File: config.mk
export PLATFORM = sky130hd
export DESIGN_NAME = wb_arbiter
export DESIGN_NICKNAME = d
export VERILOG_FILES = /design/src/rtl/wb_arbiter.sv
export SDC_FILE = /design/constraint.sdc
export NUM_CORES = 1
export LEC_CHECK = 0
export CAP_MARGIN = 20
export CORE_AREA = 5 5 163 165
export CTS_CLUSTER_SIZE = 40
export DETAILED_ROUTE_END_ITERATION = 12
export DIE_AREA = 0 0 168 170
export PLACE_DENSITY_LB_ADDON = 0.1
export REMOVE_ABC_BUFFERS = 1
export SLEW_MARGIN = 15
export SYNTH_ARGS = -nofsm -noshare
export SYNTH_HDL_FRONTEND = slang
export SYNTH_SLANG_ARGS = --single-unit
File: constraint.sdc
create_clock -name clk -period 3.27 [get_ports clk]
set_clock_uncertainty 0.05 [all_clocks]
set_input_delay 0.654 -clock clk [delete_from_list [all_inputs] [get_ports clk]]
set_output_delay 0.654 -clock clk [all_outputs]
set_load 0.01 [all_outputs]
File: src/rtl/wb_arbiter.sv
// Round-robin writeback arbiter: ALU, MEM and MUL share one ROB write port.
// Grant and stall are combinational; the winner's payload is registered onto the ROB port.
module wb_arbiter #(
  parameter int unsigned WORD_SIZE       = 32,
  parameter int unsigned ROB_ENTRY_WIDTH = 3,
  parameter int unsigned CNT_WIDTH       = 16
) (
  input  logic                       clk,
  input  logic                       reset,
  input  logic                       alu_valid,
  input  logic [ROB_ENTRY_WIDTH-1:0] alu_rob_id,
  input  logic [WORD_SIZE-1:0]       alu_data,
  input  logic [WORD_SIZE-1:0]       alu_pc,
  input  logic                       alu_exception,
  input  logic [WORD_SIZE-1:0]       alu_virtual_addr_exception,
  input  logic                       mem_valid,
  input  logic [ROB_ENTRY_WIDTH-1:0] mem_rob_id,
  input  logic [WORD_SIZE-1:0]       mem_data,
  input  logic [WORD_SIZE-1:0]       mem_pc,
  input  logic                       mem_exception,
  input  logic [WORD_SIZE-1:0]       mem_virtual_addr_exception,
  input  logic                       mul_valid,
  input  logic [ROB_ENTRY_WIDTH-1:0] mul_rob_id,
  input  logic [WORD_SIZE-1:0]       mul_data,
  input  logic [WORD_SIZE-1:0]       mul_pc,
  input  logic                       mul_exception,
  input  logic [WORD_SIZE-1:0]       mul_virtual_addr_exception,
  output logic                       alu_stall,
  output logic                       mem_stall,
  output logic                       mul_stall,
  output logic                       rob_wvalid,
  output logic [ROB_ENTRY_WIDTH-1:0] rob_wid,
  output logic [WORD_SIZE-1:0]       rob_wdata,
  output logic [WORD_SIZE-1:0]       rob_wpc,
  output logic                       rob_wexception,
  output logic [WORD_SIZE-1:0]       rob_wvaddr,
  output logic [1:0]                 rob_wsrc,
  output logic [CNT_WIDTH-1:0]       conflict_count
);

  typedef enum logic [1:0] {SRC_ALU = 2'd0, SRC_MEM = 2'd1, SRC_MUL = 2'd2, SRC_BAD = 2'd3} src_e;

  src_e                       last_grant_q, last_grant_d;
  src_e                       lg, o0, o1, o2, grant_idx;
  logic                       grant_vld;
  logic [2:0]                 valid_vec;
  logic                       conflict;

  logic                       wvalid_q, wvalid_d;
  logic [ROB_ENTRY_WIDTH-1:0] wid_q, wid_d;
  logic [WORD_SIZE-1:0]       wdata_q, wdata_d;
  logic [WORD_SIZE-1:0]       wpc_q, wpc_d;
  logic                       wexc_q, wexc_d;
  logic [WORD_SIZE-1:0]       wvaddr_q, wvaddr_d;
  logic [1:0]                 wsrc_q, wsrc_d;
  logic [CNT_WIDTH-1:0]       cnt_q, cnt_d;

  assign valid_vec = {mul_valid, mem_valid, alu_valid};
  assign conflict  = (alu_valid & mem_valid) | (alu_valid & mul_valid) | (mem_valid & mul_valid);

  // Rotating priority: the requester after the last winner goes first; 3 aliases to MUL.
  always_comb begin
    lg        = (last_grant_q == SRC_BAD) ? SRC_MUL : last_grant_q;
    o0        = SRC_ALU;
    o1        = SRC_MEM;
    o2        = SRC_MUL;
    grant_vld = 1'b0;
    grant_idx = SRC_ALU;
    case (lg)
      SRC_ALU: begin o0 = SRC_MEM; o1 = SRC_MUL; o2 = SRC_ALU; end
      SRC_MEM: begin o0 = SRC_MUL; o1 = SRC_ALU; o2 = SRC_MEM; end
      default: begin o0 = SRC_ALU; o1 = SRC_MEM; o2 = SRC_MUL; end
    endcase
    if (!reset) begin
      if (valid_vec[o0]) begin
        grant_vld = 1'b1;
        grant_idx = o0;
      end else if (valid_vec[o1]) begin
        grant_vld = 1'b1;
        grant_idx = o1;
      end else if (valid_vec[o2]) begin
        grant_vld = 1'b1;
        grant_idx = o2;
      end
    end
  end

  assign alu_stall = alu_valid && !(grant_vld && grant_idx == SRC_ALU);
  assign mem_stall = mem_valid && !(grant_vld && grant_idx == SRC_MEM);
  assign mul_stall = mul_valid && !(grant_vld && grant_idx == SRC_MUL);

  // Next-state: capture winner payload, hold payload when idle, saturate conflict counter.
  always_comb begin
    last_grant_d = last_grant_q;
    wvalid_d     = 1'b0;
    wid_d        = wid_q;
    wdata_d      = wdata_q;
    wpc_d        = wpc_q;
    wexc_d       = wexc_q;
    wvaddr_d     = wvaddr_q;
    wsrc_d       = wsrc_q;
    cnt_d        = cnt_q;
    if (grant_vld) begin
      wvalid_d     = 1'b1;
      last_grant_d = grant_idx;
      wsrc_d       = 2'(grant_idx);
      case (grant_idx)
        SRC_MEM: begin
          wid_d = mem_rob_id; wdata_d = mem_data; wpc_d = mem_pc;
          wexc_d = mem_exception; wvaddr_d = mem_virtual_addr_exception;
        end
        SRC_MUL: begin
          wid_d = mul_rob_id; wdata_d = mul_data; wpc_d = mul_pc;
          wexc_d = mul_exception; wvaddr_d = mul_virtual_addr_exception;
        end
        default: begin
          wid_d = alu_rob_id; wdata_d = alu_data; wpc_d = alu_pc;
          wexc_d = alu_exception; wvaddr_d = alu_virtual_addr_exception;
        end
      endcase
    end
    if (conflict && (cnt_q != {CNT_WIDTH{1'b1}})) begin
      cnt_d = cnt_q + CNT_WIDTH'(1);
    end
  end

  always_ff @(posedge clk) begin
    if (reset) begin
      last_grant_q <= SRC_MUL;
      wvalid_q     <= 1'b0;
      wid_q        <= '0;
      wdata_q      <= '0;
      wpc_q        <= '0;
      wexc_q       <= 1'b0;
      wvaddr_q     <= '0;
      wsrc_q       <= 2'd0;
      cnt_q        <= '0;
    end else begin
      last_grant_q <= last_grant_d;
      wvalid_q     <= wvalid_d;
      wid_q        <= wid_d;
      wdata_q      <= wdata_d;
      wpc_q        <= wpc_d;
      wexc_q       <= wexc_d;
      wvaddr_q     <= wvaddr_d;
      wsrc_q       <= wsrc_d;
      cnt_q        <= cnt_d;
    end
  end

  assign rob_wvalid     = wvalid_q;
  assign rob_wid        = wid_q;
  assign rob_wdata      = wdata_q;
  assign rob_wpc        = wpc_q;
  assign rob_wexception = wexc_q;
  assign rob_wvaddr     = wvaddr_q;
  assign rob_wsrc       = wsrc_q;
  assign conflict_count = cnt_q;

endmodule

==> metrics.cfg, run 1 <==
[finish]
multiInputGateArea_mm2=0.00348
num-fill-cells=2494
area_delta_synth_final_pct=86.8
fin_nets=1512
mostFrequentLayoutCells=clkdlybuf4s50_1, nor2_1, dfxtp_1
post-route-util=0.463
fin_area_mm2=0.0115
drive_above_1_share=0.0650
final_cells=1547
ff_latch_area_mm2=0.00240
final_common_cell=clkdlybuf4s50_1

[worst_setup_path]
crit_family=buffers and inverters
path_class=input pin to primary output
worstReg2RegStart=last_grant_q[1]$_SDFFE_PP1P_
slowest_stage=clkdlybuf4s50_1
endpoint_kind=primary output
r2r_setup_slack_ns=0.92
critical_path.reg2reg.endpoint=rob_wdata[17]$_SDFFE_PP0P_
cp-start-kind=input pin
path_cells=clkdlybuf4s50_1, nor2b_1, o22ai_1, nand3_1, buf_4, ha_4, a21boi_0, dlymetal6s2s_1
critical_path_required_ns=2.57
path_buf_inv=3
crit_fanout=4
slowest_delay_ns=0.46
cp.arrival_ns=2.15
ff2ff_path_depth=12

[sta]
holdWs_ns=0.428
maxSlewHeadroom=0.447
drv_slew=0
tightest_slew_ns=0.830
hold_viol=0
worst_slack_ns=0.413
period_share=0.874
finalSetupViolCount=0
clock.fmax_ghz=0.350
layout_min_cycle_time_ns=2.86
rsz0062_at_grt=false

[clocking]
clkSinkCount=120
cts_htree_levels=4
cts_buffers=17
clk_latency_ns=0.41
cts-root-buf=clkbuf_16
path_clk_slew_ns=0.05
cts_tree=built
clockBufferDepth=2
cts_setup_buffers=0

[min_path]
worstHoldStart=rob_wsrc[1]$_SDFFE_PP0P_
hp-class=flip-flop to flip-flop
hold_path_end=rob_wsrc[1]$_SDFFE_PP0P_
hold_depth=2

[yosys]
syn_inst=805
synth-xor-area-share=0
synth_compound_area_frac=0.355
syn_avg_cell_area_um2=7.67
syn_area_mm2=0.00617
synth-edff-count=0
async_flop_share=0
synth_mux_area_frac=0.0144
ys_ff_latch=120
ys_warn_count=0
yosysUniqueCellTypes=35
ys.flop_type=dfxtp_1
synthAdderAreaFrac=0.0103
synth_top_family_by_area=compound AO/OA/AOI/OAI gates
synth-simple-area-share=0.176
ys_seq_area_frac=0.389

[power_and_ir_drop]
p_switching_mw=1.32
p_leak_nw=4.18
combPwrFrac=0.281
switching_share=0.271
power_frac_clock=0.375
internal_power_mw=3.53
seqPwrFrac=0.343
p_per_area_mw_per_mm2=420
ir_worst_vdd_v=0.000271

[global_routing]
met1_usage=0.206
grt_use_met3=0.0611
grt_max_degree=101
grt-busiest-layer=met2
use_met2=0.336
antenna_found_initial=2
grt_pass1_wl_mm=42.0
first_global_vias=7345
grt_use_total=0.187
grt_overflow_total=0

[placed_design]
dp_cells=1514
gp_congestion=0.793
port_buffers=426
dpl-instance-area_mm2=0.0109
dp_hpwl_mm=21.7
dpl_worst_slack_ns=-0.0783

[detailed_routing]
dr.first_iter.drc_count=319
viasPerCell=4.77
wl_mm=28.0
drcViolationCount=0
dr.pass1.iters=4
vias=7384
wl_per_cell_um=18.1
ant_nets=0

[floorplanning]
start_util=0.248
core_region_area_mm2=0.0249
die-area_mm2=0.0286
num_rows=58
die_y_um=170
die_w_um=168
io_pins=427

[flow_run]
drv_cap=0

[status]
run_status=completed

repair_timing:
action                     4_1_cts  5_1_grt
hold endpoints to repair         0        0
hold buffers                     0        0
setup endpoints to repair        3        3
resized for setup                1        3
gates cloned                     0        0
flip-flops by register name, summed over array words and instances, names as in the netlist:
signal and count:
rob_wdata 32, rob_wpc 32, rob_wvaddr 32, conflict_count 16, rob_wid 3, last_grant_q 2, rob_wexception 1, rob_wsrc 1
rob_wvalid 1
how the worst max path moves through the flow:
stage,start,endpoint,slack (ns),cells after the start
after CTS,mem_valid,alu_stall,0.01,8
after floorplan,mul_valid,rob_wdata[0]$_SDFFE_PP0P_,-3.73,3
after detailed placement,mul_valid,mem_stall,-0.08,8
after global placement,mul_valid,mem_stall,-0.03,8
after global routing,mem_valid,mem_stall,0.26,8
final,mem_valid,mem_stall,0.41,8
cell usage after synthesis (all sizes together), types with 3 or more instances:
master    n  area share
and4      3      0.0043
nand3     7      0.0057
a211oi  101        0.12
nand4     7      0.0095
o41ai     3      0.0043
buf      13       0.011
o31ai     3      0.0036
and3      4      0.0041
mux2      7       0.013
dfxtp   120        0.39
clkbuf   70       0.043
nor2b     9      0.0091
a21boi    4      0.0049
ha        4      0.0081
or4       6      0.0073
nor2    208        0.13
a22oi   100        0.12
a21oi   113       0.092
nand2     9      0.0055
cell type report:
cell class              instances  share of cell area
diodes                          2            0.000434
flip-flops and latches        120               0.208
clock inverters                 9             0.00868
inverters                       3            0.000977
clock buffers                  22              0.0403
multi-input cells             599               0.302
repair buffers                462               0.404
well taps                     330              0.0358
metrics by stage:
stage | setup TNS (ns) | total power, mW
floorplan | -388.65 | 2.22
global placement | -0.0511 | 3.07
detailed placement | -0.150 | 3.07
CTS | 0 | 4.94
global route | 0 | 5.12
finish | 0 | 4.85
power groups by stage:
| stage | sequential (mW) | clock, mW | combinational, mW |
|---|---|---|---|
| 2_1_floorplan | 1.75 | 0 | 0.472 |
| 3_3_place_gp | 1.69 | 0 | 1.38 |
| 3_5_place_dp | 1.69 | 0 | 1.38 |
| 4_1_cts | 1.66 | 1.88 | 1.39 |
| 5_1_grt | 1.68 | 1.95 | 1.49 |
| 6_report | 1.66 | 1.82 | 1.36 |
worst min-delay path, cell delays in order, from the launching register on:
cell,delay [ns]
dfxtp_1,0.31
nand2_1,0.05
a21oi_1,0.06
metal layers:
metal  wire, um  share of wire  vias to the layer above
met5          0              0                        -
met4        676          0.024                        0
met3       2070          0.074                       32
met2      14400           0.52                      250
met1      10800           0.39                     3330
li1           -              -                     3772
cells by family (layout without fill, tap and decap cells):
| group | after synthesis | count (layout) |
|---|---|---|
| fa+ha+maj | 5 | 5 |
| compound gates | 329 | 329 |
| simple gates | 257 | 257 |
| other cells | 0 | 2 |
| mux | 8 | 8 |
| flops | 120 | 120 |
| buf+inv | 86 | 496 |
(Power assumes the default switching activity.)
==> run 2, diff against run 1 <==
DONT_BUFFER_PORTS = 1   (was not set)
==> run 2 against run 1 <==
  * Cell area fell by 38%
  * Utilization fell by 17 points
  * Sequential power grew 7%
  * Critical path depth decreased by 2
  * Wire length decreased by 19%
  * Power decreased by 8.9%
  * Hold slack got worse by 0.17 ns
  * Non-clock buffer count fell by 443
  * First-iteration DRC count decreased by 6.0%
  * Critical endpoint is now mul_stall
  * Largest cell class is now multi-input gates
==> metrics.cfg, run 2 (synthesis results as in run 1) <==
[worst_setup_path]
ff2ff_path_depth=10  ; -2
cp.arrival_ns=2.26  ; +0.11 ns
cp-start-kind=flip-flop
r2r_setup_slack_ns=0.50  ; -0.42 ns
path_class=flip-flop to primary output
crit_fanout=44  ; +40
critical_path.reg2reg.endpoint=rob_wpc[9]$_SDFFE_PP0P_
endpoint_kind=primary output
worstReg2RegStart=last_grant_q[0]$_SDFFE_PP0P_
critical_path_required_ns=2.57  ; about the same

[clocking]
cts_setup_buffers=0  ; unchanged
cts_tree=built
hold_buffers=0  ; unchanged
path_clk_slew_ns=0.06  ; about the same
cts_buffers=17  ; unchanged
clk_latency_ns=0.41  ; about the same
cts_htree_levels=4  ; unchanged
clkSinkCount=120  ; unchanged
clockBufferDepth=2  ; unchanged
cts_resized=0  ; -1
cts-root-buf=clkbuf_16

[placed_design]
dpl_worst_slack_ns=0.241  ; +0.319 ns
gp_congestion=0.843  ; +6.3%
dp_hpwl_mm=17.0  ; -21%
dp_cells=1071  ; -29%
dpl-instance-area_mm2=0.00653  ; -40%
port_buffers=0  ; -100%

[global_routing]
grt_max_degree=126  ; +25%
antenna_found_initial=0  ; -2
first_global_vias=5943  ; -19%
grt_overflow_total=0  ; unchanged
grt_pass1_wl_mm=33.9  ; -19%
grt_use_total=0.149  ; -0.0382

[floorplanning]
die_w_um=168  ; unchanged
num_rows=58  ; unchanged
io_pins=427  ; unchanged
die_y_um=170  ; unchanged
die-area_mm2=0.0286  ; unchanged
core_region_area_mm2=0.0249  ; unchanged
start_util=0.248  ; unchanged

[finish]
final_common_cell=nor2_1
ff_latch_area_mm2=0.00240  ; unchanged
num-fill-cells=2675  ; +7.3%
fin_nets=1069  ; -29%
drive_above_1_share=0.0828  ; +0.0178
mostFrequentLayoutCells=nor2_1, dfxtp_1, a21oi_1
area_delta_synth_final_pct=16.3
fin_area_mm2=0.00718  ; -38%
multiInputGateArea_mm2=0.00347  ; -0.14%
final_cells=1103  ; -29%
n_antenna_cell=0  ; -2

[detailed_routing]
wl_per_cell_um=20.5  ; +13%
drcViolationCount=0  ; unchanged
ant_nets=0  ; unchanged
dr.pass1.iters=4  ; unchanged
vias=5891  ; -20%
viasPerCell=5.34  ; +12%
wl_mm=22.6  ; -19%
dr.first_iter.drc_count=300  ; -6.0%

[power_and_ir_drop]
p_leak_nw=2.46  ; -41%
ir_worst_vdd_v=0.000268  ; -1.0%
p_per_area_mw_per_mm2=615  ; +46%

[sta]
rsz0062_at_grt=false
hold_viol=0  ; unchanged
layout_min_cycle_time_ns=2.96  ; +0.106 ns
period_share=0.906  ; +0.0324
clock.fmax_ghz=0.337  ; -3.6%
tightest_slew_ns=0.531  ; -0.299 ns
worst_slack_ns=0.307  ; -0.106 ns
maxSlewHeadroom=0.646  ; +0.200
finalSetupViolCount=0  ; unchanged
drv_slew=0  ; unchanged

[flow_run]
drv_cap=0  ; unchanged

[status]
run_status=completed

[min_path]
hold_depth=1  ; -1
hp-class=input pin to flip-flop
hold_path_end=rob_wdata[17]$_SDFFE_PP0P_
worstHoldStart=reset

-- run 2: per-stage QoR --
stage | setup TNS, ns | util | hold WS [ns] | power (mW)
final | 0 | 0.288 | 0.254 | 4.41
after global routing | 0 | 0.288 | 0.235 | 4.65
after CTS | 0 | 0.288 | 0.233 | 4.50
after detailed placement | 0 | 0.262 | 0.464 | 2.42
after global placement | 0 | 0.262 | 0.478 | 2.41
after floorplan | -388.65 | - | 0.424 | 2.22
-- run 2: final cells by class --
cell class,instances,share of cell area
timing repair buffer,19,0.0321
clock inverter,13,0.0268
clock buffer,19,0.0631
multi-input combinational,599,0.484
sequential,120,0.335
inverter,3,0.00157
tap,330,0.0575
-- run 2: how the worst max path moves through the flow --
stage	startpoint	to	slack, ns	cells past startpoint
final	last_grant_q[0]$_SDFFE_PP0P_	mul_stall	0.31	6
after global routing	last_grant_q[0]$_SDFFE_PP0P_	mul_stall	0.12	6
after CTS	last_grant_q[0]$_SDFFE_PP0P_	mul_stall	0.24	6
after detailed placement	mul_valid	rob_wvaddr[28]$_SDFFE_PP0P_	0.24	10
after global placement	mul_valid	rob_wvaddr[28]$_SDFFE_PP0P_	0.35	10
after floorplan	mul_valid	rob_wdata[0]$_SDFFE_PP0P_	-3.73	3
-- run 2: report_power, final --
part	switching, mW	total [mW]	internal, mW
sequential	0.183	1.78	1.59
combinational	0.336	0.593	0.257
clock	0.720	2.04	1.32
total	1.24	4.41	3.18
-- run 2: metal layers --
layer / track usage / wire (um) / vias up
met4: 0.0494 / 433 / 0
met3: 0.0590 / 1920 / 21
met2: 0.257 / 11400 / 261
li1: - / - / 2887
met5: 0 / 0 / -
met1: 0.169 / 8790 / 2722
-- run 2: worst max-delay path: stages, from the launching register on --
cell and delay (ns):
dfxtp_1 0.44, nor2b_1 0.08, o22ai_1 0.14, nand3_1 0.27, inv_1 0.18, ha_4 0.46, a21boi_0 0.28
==> run 3, diff against run 2 <==
--- a/config.mk
+++ b/config.mk
@@ -15,2 +15,3 @@
 export REMOVE_ABC_BUFFERS = 1
+export SETUP_SLACK_MARGIN = 0.5
 export SLEW_MARGIN = 15
==> constraint.sdc (replaced) <==
create_clock -name clk -period 3.27 [get_ports clk]
set_clock_uncertainty 0.05 [all_clocks]
set_input_delay 0.8175 -clock clk [delete_from_list [all_inputs] [get_ports clk]]
set_output_delay 0.8175 -clock clk [all_outputs]
set_load 0.01 [all_outputs]
==> run 3 against run 2 <==
  * Global-route usage is 0.21 points lower
  * Hold slack better by 0.17 ns
  * Power up 0.26%
  * Via count is 0.58% higher
  * Worst setup slack improved by 0.25 ns
  * Sequential power about the same
==> metrics.cfg, run 3 (synthesis results as in run 1) <==
[finish]
mostFrequentLayoutCells=nor2_1, dfxtp_1, a21oi_1
final_cells=1105  ; +0.18%
num-fill-cells=2714  ; +1.5%
fin_area_mm2=0.00723  ; +0.70%
drive_above_1_share=0.0890  ; +0.00624
fin_nets=1071  ; +0.19%
final_common_cell=nor2_1
area_delta_synth_final_pct=17.1
n_antenna_cell=0  ; unchanged

[detailed_routing]
vias=5925  ; +0.58%
wl_per_cell_um=20.4  ; -0.26%
dr.first_iter.drc_count=311  ; +3.7%
ant_nets=0  ; unchanged
wl_mm=22.5  ; about the same
drcViolationCount=0  ; unchanged
dr.pass1.iters=5  ; +1
viasPerCell=5.36  ; +0.40%

[clocking]
path_clk_slew_ns=0.06  ; about the same
clockBufferDepth=2  ; unchanged
cts_htree_levels=4  ; unchanged
cts_tree=built
hold_buffers=0  ; unchanged
cts_setup_buffers=0  ; unchanged
cts-root-buf=clkbuf_16
clkSinkCount=120  ; unchanged
cts_buffers=17  ; unchanged
clk_latency_ns=0.40  ; about the same

[sta]
tightest_slew_ns=0.550  ; +0.0191 ns
maxSlewHeadroom=0.633  ; -0.0127
hold_viol=0  ; unchanged
holdWs_ns=0.420  ; +0.167 ns
period_share=0.830  ; -0.0761
clock.fmax_ghz=0.368  ; +9.2%
setup_tns_ns=0  ; unchanged
layout_min_cycle_time_ns=2.71  ; -0.249 ns
finalSetupViolCount=0  ; unchanged
drv_slew=0  ; unchanged
rsz0062_at_grt=true

[worst_setup_path]
path_class=input pin to primary output
cp-start-kind=input pin
path_buf_inv=1  ; unchanged
cp.arrival_ns=1.85  ; -0.41 ns
path_cells=nor2b_1, o22ai_1, nand3_2, ha_4, a21boi_0, buf_4
slowest_stage=ha_4
crit_family=compound AO/OA/AOI/OAI gates
endpoint_kind=primary output
slowest_delay_ns=0.24  ; -0.22 ns
critical_path_required_ns=2.40  ; -0.17 ns
crit_fanout=6  ; -86%

[global_routing]
grt_pass1_wl_mm=33.7  ; -0.61%
grt_use_total=0.147  ; -0.00209
grt_max_degree=127  ; +0.79%
first_global_vias=5826  ; -2.0%
grt_overflow_total=0  ; unchanged
antenna_found_initial=1  ; +1

[min_path]
hp-class=input pin to flip-flop

[floorplanning]
core_region_area_mm2=0.0249  ; unchanged
die-area_mm2=0.0286  ; unchanged
num_rows=58  ; unchanged
io_pins=427  ; unchanged
die_y_um=170  ; unchanged
start_util=0.248  ; unchanged
die_w_um=168  ; unchanged

[power_and_ir_drop]
switching_share=0.282  ; +0.00112
p_leak_nw=2.48  ; +0.62%
power_frac_clock=0.464  ; about the same
combPwrFrac=0.134  ; about the same
ir_worst_vdd_v=0.000290  ; +8.2%
p_switching_mw=1.25  ; +0.66%
internal_power_mw=3.18  ; +0.10%
seqPwrFrac=0.401  ; -0.002
p_per_area_mw_per_mm2=612  ; -0.43%

[placed_design]
port_buffers=0  ; unchanged
dpl-instance-area_mm2=0.00657  ; +0.61%
dp_cells=1073  ; +0.19%
dp_hpwl_mm=17.1  ; +0.39%
gp_congestion=0.809  ; -4.0%

[status]
run_status=completed

[flow_run]
drv_cap=0  ; unchanged

## run 3: cell count changes in the layout (fill, tap and decap cells not counted), moves of 2 or more
| cell | delta |
|---|---|
| nand3_1 | -2 |
| buf_12 | +2 |
| clkinv_4 | -2 |
| nand3_2 | +2 |
## run 3: stage by stage
step	total power, mW	setup WS (ns)	util
2_1_floorplan	2.22	-3.89	-
3_3_place_gp	2.40	0.352	0.264
3_5_place_dp	2.42	0.348	0.264
4_1_cts	4.51	0.505	0.290
5_1_grt	4.67	0.485	0.290
6_report	4.43	0.556	0.290
## run 3: final cells by class
class | count | area, um2 | area share
multi-input cells | 599 | 3480 | 0.482
flip-flops and latches | 120 | 2400 | 0.333
clock buffers | 19 | 453 | 0.0627
well taps | 330 | 413 | 0.0571
repair buffers | 21 | 270 | 0.0374
clock inverters | 13 | 191 | 0.0265
inverters | 3 | 11.3 | 0.00156
## run 3: power groups by stage
stage	clock network, mW	logic [mW]	registers [mW]
6_report	2.05	0.595	1.78
5_1_grt	2.20	0.683	1.79
4_1_cts	2.12	0.606	1.78
3_5_place_dp	0	0.603	1.82
3_3_place_gp	0	0.586	1.82
2_1_floorplan	0	0.472	1.75
## run 3: metal layers
layer | part of all wire | track usage
met5 | 0.00053 | 0
met4 | 0.015 | 0.0367
met3 | 0.078 | 0.0525
met2 | 0.52 | 0.262
met1 | 0.38 | 0.168
## run 3: worst paths after layout
kind / from / endpoint / slack [ns] / depth (start not counted)
worst max register to register: last_grant_q[0]$_SDFFE_PP0P_ / rob_wvaddr[28]$_SDFFE_PP0P_ / 0.92 / 10
worst min-delay path: reset / rob_wdata[17]$_SDFFE_PP0P_ / 0.42 / 1
worst min register to register: last_grant_q[0]$_SDFFE_PP0P_ / last_grant_q[0]$_SDFFE_PP0P_ / 0.46 / 2
worst max-delay path: mem_valid / mem_stall / 0.56 / 6
## run 3: timing repair
action,in CTS,in global routing
gates cloned,0,0
endpoints found under the hold margin,0,0
setup endpoints to repair,3,2
gates resized for setup,3,1
